--- src/rtl/switch_conditioner_pkg.sv ---
// Shared definitions for the switch/button conditioning front end:
// power-up sequencer state encodings and the default debounce interval.
package switch_conditioner_pkg;

  // Power-up sequencer states (2-bit encoding, reused by other front ends)
  typedef enum logic [1:0] {
    PWR_IDLE  = 2'd0,
    PWR_COUNT = 2'd1,
    PWR_FIRE  = 2'd2,
    PWR_DONE  = 2'd3
  } pwr_state_t;

  // 10 ms at 50 MHz
  localparam int unsigned DEBOUNCE_10MS_50MHZ = 500000;

endpackage

--- src/rtl/switch_debounce_ch.sv ---
// One input channel: multi-flop synchroniser, persistence-count debouncer
// and registered rise/fall pulses on each accepted level change.
module switch_debounce_ch
  import switch_conditioner_pkg::*;
#(
  parameter int   SYNC_STAGES     = 2,
  parameter int   DEBOUNCE_CYCLES = DEBOUNCE_10MS_50MHZ,
  parameter logic INIT_VAL        = 1'b0,
  localparam int  CNT_W           = $clog2(DEBOUNCE_CYCLES)
) (
  input  logic clk,
  input  logic RESET,
  input  logic async_in,
  output logic level,
  output logic rise,
  output logic fall
);

  localparam logic [CNT_W-1:0] CNT_LAST = CNT_W'(DEBOUNCE_CYCLES - 1);

  logic [SYNC_STAGES-1:0] sync_q;
  logic                   s;
  logic [CNT_W-1:0]       cnt;

  assign s = sync_q[SYNC_STAGES-1];

  // Plain shift-register synchroniser; nothing between the stages
  always_ff @(posedge clk) begin
    if (RESET) begin
      sync_q <= {SYNC_STAGES{INIT_VAL}};
    end else begin
      sync_q <= {sync_q[SYNC_STAGES-2:0], async_in};
    end
  end

  // Accept a new level only after it has persisted DEBOUNCE_CYCLES samples;
  // any return to the current level restarts the count from zero
  always_ff @(posedge clk) begin
    if (RESET) begin
      level <= INIT_VAL;
      cnt   <= '0;
      rise  <= 1'b0;
      fall  <= 1'b0;
    end else begin
      rise <= 1'b0;
      fall <= 1'b0;
      if (s == level) begin
        cnt <= '0;
      end else if (cnt == CNT_LAST) begin
        level <= s;
        cnt   <= '0;
        rise  <= s;
        fall  <= ~s;
      end else begin
        cnt <= cnt + CNT_W'(1);
      end
    end
  end

endmodule

--- src/rtl/switch_conditioner.sv ---
// N-channel switch/button front end: per-channel sync + debounce + edges,
// a one-shot power-up pulse after a sustained clock lock, and a registered
// "something changed" strobe for downstream controllers.
module switch_conditioner
  import switch_conditioner_pkg::*;
#(
  parameter int   NUM_CH          = 4,
  parameter int   SYNC_STAGES     = 2,
  parameter int   DEBOUNCE_CYCLES = DEBOUNCE_10MS_50MHZ,
  parameter logic INIT_VAL        = 1'b0,
  parameter int   PWRUP_CYCLES    = 16
) (
  input  logic              clk,
  input  logic              RESET,
  input  logic [NUM_CH-1:0] async_in,
  input  logic              lock,
  output logic [NUM_CH-1:0] level,
  output logic [NUM_CH-1:0] rise,
  output logic [NUM_CH-1:0] fall,
  output logic              pwrup,
  output logic              any_change
);

  localparam int PCNT_W = (PWRUP_CYCLES > 1) ? $clog2(PWRUP_CYCLES) : 1;
  localparam logic [PCNT_W-1:0] PCNT_LAST = PCNT_W'(PWRUP_CYCLES - 1);

  // Sequencer state is kept as a named typed register so checkers can bind to it
  pwr_state_t        pwr_state;
  logic [PCNT_W-1:0] pcnt;

  for (genvar i = 0; i < NUM_CH; i++) begin : g_ch
    switch_debounce_ch #(
      .SYNC_STAGES    (SYNC_STAGES),
      .DEBOUNCE_CYCLES(DEBOUNCE_CYCLES),
      .INIT_VAL       (INIT_VAL)
    ) u_ch (
      .clk     (clk),
      .RESET   (RESET),
      .async_in(async_in[i]),
      .level   (level[i]),
      .rise    (rise[i]),
      .fall    (fall[i])
    );
  end

  // Power-up sequencer: count consecutive lock-high cycles, pulse once, then
  // stay done until reset (the IDLE->COUNT step counts as the first lock cycle)
  always_ff @(posedge clk) begin
    if (RESET) begin
      pwr_state <= PWR_IDLE;
      pcnt      <= '0;
      pwrup     <= 1'b0;
    end else begin
      pwrup <= 1'b0;
      case (pwr_state)
        PWR_IDLE: begin
          if (lock) begin
            if (PWRUP_CYCLES == 1) begin
              pwr_state <= PWR_FIRE;
              pwrup     <= 1'b1;
            end else begin
              pwr_state <= PWR_COUNT;
              pcnt      <= PCNT_W'(1);
            end
          end
        end
        PWR_COUNT: begin
          if (!lock) begin
            pwr_state <= PWR_IDLE;
            pcnt      <= '0;
          end else if (pcnt == PCNT_LAST) begin
            pwr_state <= PWR_FIRE;
            pwrup     <= 1'b1;
            pcnt      <= '0;
          end else begin
            pcnt <= pcnt + PCNT_W'(1);
          end
        end
        PWR_FIRE: pwr_state <= PWR_DONE;
        PWR_DONE: pwr_state <= PWR_DONE;
        default:  pwr_state <= PWR_IDLE;
      endcase
    end
  end

  // One strobe per cycle in which any edge or the power-up pulse occurred
  always_ff @(posedge clk) begin
    if (RESET) begin
      any_change <= 1'b0;
    end else begin
      any_change <= (|rise) | (|fall) | pwrup;
    end
  end

endmodule

--- config.mk ---
export PLATFORM = sky130hd
export DESIGN_NAME = switch_conditioner
export DESIGN_NICKNAME = d
export VERILOG_FILES = /design/src/rtl/switch_conditioner_pkg.sv /design/src/rtl/switch_debounce_ch.sv /design/src/rtl/switch_conditioner.sv
export SDC_FILE = /design/constraint.sdc
export NUM_CORES = 1
export LEC_CHECK = 0
export ABC_AREA = 1
export ABC_CLOCK_PERIOD_IN_PS = 2100
export CAP_MARGIN = 25
export CORE_AREA = 3 3 75 148
export CTS_BUF_LIST = sky130_fd_sc_hd__clkbuf_8
export DETAILED_ROUTE_END_ITERATION = 16
export DIE_AREA = 0 0 78 151
export PLACE_DENSITY_LB_ADDON = 0.3
export REMOVE_ABC_BUFFERS = 1
export SLEW_MARGIN = 0
export SYNTH_ARGS = -nofsm -noshare
export SYNTH_HDL_FRONTEND = slang
export SYNTH_SLANG_ARGS = --single-unit
export TNS_END_PERCENT = 20
--- constraint.sdc ---
create_clock -name clk -period 2.1 [get_ports clk]
set_clock_uncertainty 0.05 [all_clocks]
set_input_delay 0.42 -clock clk [delete_from_list [all_inputs] [get_ports clk]]
set_output_delay 0.42 -clock clk [all_outputs]
set_load 0.02 [all_outputs]
==> impl_metrics.py, run 1 <==
metrics = {
    "timing": {
        "finalHoldViolCount": 0,
        "max_freq_mhz": 533,
        "slew_viol_final": 0,
        "slew_headroom_pct": 59.4,
        "finalSetupViolCount": 0,
        "rsz0062_at_grt": "false",
        "holdWs_ps": 364,
        "tightest_slew_ps": 607,
        "fin_tns_setup_ps": 0,
        "post-route-min-period_ps": 1880,
        "fin_crit_sh_pct": 89.3,
    },
    "drt": {
        "wl_per_cell_um": 11.6,
        "ant_nets": 0,
        "route.detailed.drc": 0,
        "routed_wl_um": 10400,
        "viasPerCell": 5.01,
        "drt_iter0_drc": 217,
        "firstDrtPassIters": 4,
        "num_vias": 4493,
    },
    "setup_path": {
        "crit_required_ps": 1630,
        "cp_slowest_cell": "clkdlybuf4s50_1",
        "cpPeakStageDelay_ps": 630,
        "reg2reg_to": "g_ch[2].u_ch.cnt[15]",
        "reg2reg_from": "g_ch[2].u_ch.cnt[0]",
        "crit_path_start_kind": "flop",
        "cp-endpoint": "level[2]",
        "critical_path_cell_count": 1,
        "path_cells": "clkdlybuf4s50_1",
        "critical_path_arrival_ps": 1410,
        "endpoint_kind": "output port",
        "setup.worst_path.start": "g_ch[2].u_ch.level",
        "r2r_cells": 8,
        "worstPathBufferInverterCount": 1,
        "regToRegSetupSlack_ps": 320,
        "worstPathMaxFanout": 3,
        "crit_family": "buffers and inverters",
        "path_class": "flop to output port",
    },
    "yosys": {
        "yosysSeqAreaShare_pct": 41.4,
        "netlist_area_um2": 5030,
        "synthCells": 740,
        "synth-seq-cells": 104,
        "ys_warn_count": 0,
        "ys.flop_type": "dfxtp_1",
        "synth.distinct_cells": 33,
        "synth_edf_count": 0,
        "async_flop_share_pct": 0,
        "synth_area_per_cell_um2": 6.80,
    },
    "pwr": {
        "power_density_nw_per_um2": 602,
        "total_power_mw": 3.31,
        "p_leak_nw": 1.83,
        "peakVddDrop_mv": 0.353,
    },
    "global_routing": {
        "grt_pass1_wl_um": 17900,
        "track_usage_pct": 18.7,
        "globalRouteOverflowTotal": 0,
        "grt_max_degree": 20,
        "antenna_found_initial": 0,
        "grt_pass1_vias": 4361,
    },
    "run_status": {
        "status": "finished clean",
    },
    "clocking": {
        "root_buffer": "clkbuf_8",
        "clock_latency_ps": 370,
        "cts_tree": "built",
        "cts_max_path_buffers": 2,
        "cts_made_buffers": 9,
        "cts_setup_buffers": 0,
        "hold_buffers": 0,
        "cts_resized": 0,
        "path_clk_slew_ps": 90,
        "htreeDepth": 3,
        "clock_sinks": 104,
    },
    "final_layout": {
        "layout-drive-gt1-share_pct": 6.04,
        "layout_common_cells": "nand2_1 (192), nor2_1 (151), dfxtp_1 (104)",
        "area_growth_syn_to_layout_pct": 9.19,
        "layout_commonest_cell": "nand2_1",
        "num-nets-final": 768,
        "fillCellCount": 1015,
        "multiInputGateArea_um2": 2490,
        "diodes": 0,
        "seq_area_um2": 2080,
        "layoutNonFillerInstCount": 896,
    },
    "die": {
        "chipHeight_um": 151,
        "ios": 21,
        "die_area_um2": 11800,
        "std_cell_rows": 52,
        "dieWidth_um": 78,
        "core_area_um2": 10100,
        "start_util_pct": 49.6,
    },
    "worst_hold_path": {
        "hp-class": "flop to flop",
    },
    "job": {
        "max_cap_violations": 0,
    },
    "place": {
        "place.gp.congestion": 0.928,
        "place.detailed.hpwl_um": 7990,
        "dp.cells": 880,
        "port_buffers": 20,
    },
}
report_power, final:
| part | switching, mW | internal, mW | total (mW) |
|---|---|---|---|
| sequential | 0.0109 | 1.98 | 1.99 |
| clock | 0.672 | 0.578 | 1.25 |
| combinational | 0.0406 | 0.0276 | 0.0682 |
| total | 0.724 | 2.59 | 3.31 |
worst min path at each step:
| stage | startpoint | to | slack [ps] | depth (start not counted) |
|---|---|---|---|---|
| 5_1_grt | g_ch[2].u_ch.sync_q[0] | g_ch[2].u_ch.sync_q[1] | 380 | 2 |
| 4_1_cts | g_ch[0].u_ch.sync_q[0] | g_ch[0].u_ch.sync_q[1] | 360 | 2 |
| 2_1_floorplan | g_ch[0].u_ch.sync_q[0] | g_ch[0].u_ch.sync_q[1] | 340 | 2 |
| 3_3_place_gp | g_ch[0].u_ch.sync_q[0] | g_ch[0].u_ch.sync_q[1] | 340 | 2 |
| 6_report | g_ch[3].u_ch.sync_q[0] | g_ch[3].u_ch.sync_q[1] | 360 | 2 |
| 3_5_place_dp | g_ch[0].u_ch.sync_q[0] | g_ch[0].u_ch.sync_q[1] | 350 | 2 |
layer usage:
layer	wire length, um	track usage, %	up-vias
li1	-	-	2329
met1	4060	18.3	2060
met2	5710	36.2	72
met3	285	3.75	32
met4	371	9.89	0
met5	0	0	-
cell families (layout without fill, tap and decap cells):
| kind of cell | after synthesis | in the layout | synth area share, % |
|---|---|---|---|
| AND/OR/NAND/NOR | 435 | 435 | 36.5 |
| flip-flops | 104 | 104 | 41.4 |
| buffers and inverters | 104 | 125 | 9.19 |
| AO/OA/AOI/OAI | 68 | 68 | 7.51 |
| XOR/XNOR | 24 | 24 | 4.17 |
| adder cells (fa/ha/maj) | 5 | 5 | 1.24 |
metrics by stage:
stage	instance area (um2)	worst slack, ps	util, %
after global routing	5500	132	54.2
after CTS	5500	200	54.2
final	5500	224	54.2
after floorplan	4900	550	-
after global placement	5300	271	52.2
after detailed placement	5300	230	52.2
synthesized netlist by cell type, types with 2 or more instances:
cell / n / area [um2]
xnor2_1: 12 / 105
nand3b_1: 6 / 45.0
o21ai_0: 18 / 90.1
nor2_2: 9 / 56.3
nand3_2: 4 / 40.0
nand4_1: 14 / 87.6
nor3_1: 8 / 40.0
a21oi_2: 2 / 17.5
buf_6: 3 / 33.8
or2_0: 5 / 31.3
nor2_1: 151 / 567
o21ai_4: 2 / 32.5
or2_2: 5 / 31.3
nand3_1: 36 / 180
ha_1: 5 / 62.6
buf_4: 13 / 97.6
nand2_1: 192 / 721
inv_1: 84 / 315
a21oi_1: 42 / 210
xor2_1: 12 / 105
dfxtp_1: 104 / 2080
nand2_2: 2 / 12.5
state kept, by name (all words and copies together), names as in the netlist:
name	flops
g_ch.u_ch.cnt	76
g_ch.u_ch.sync_q	8
pwr_state	2
any_change	1
g_ch.u_ch.fall	4
pwrup	1
g_ch.u_ch.rise	4
pcnt	4
g_ch.u_ch.level	4
cell type report:
class                      instances  area share [%]
multi-input combinational        532            45.3
tap                              135            3.07
inverter                          86            5.89
sequential                       104            37.9
clock inverter                     6            1.09
timing repair buffer              23            4.28
clock buffer                      10            2.50
Note: power is estimated with default switching activity, not from simulation.
==> run 2: changes to the inputs <==
SLEW_MARGIN = unset   (was 0)
==> results of run 2 <==
Final layout, timing and power as in run 1 (identical DEF).
==> run 3: changes to the inputs <==
CTS_CLUSTER_DIAMETER = 30   (was unset)
==> results of run 3 <==
Final layout, timing and power as in run 1 (identical DEF).
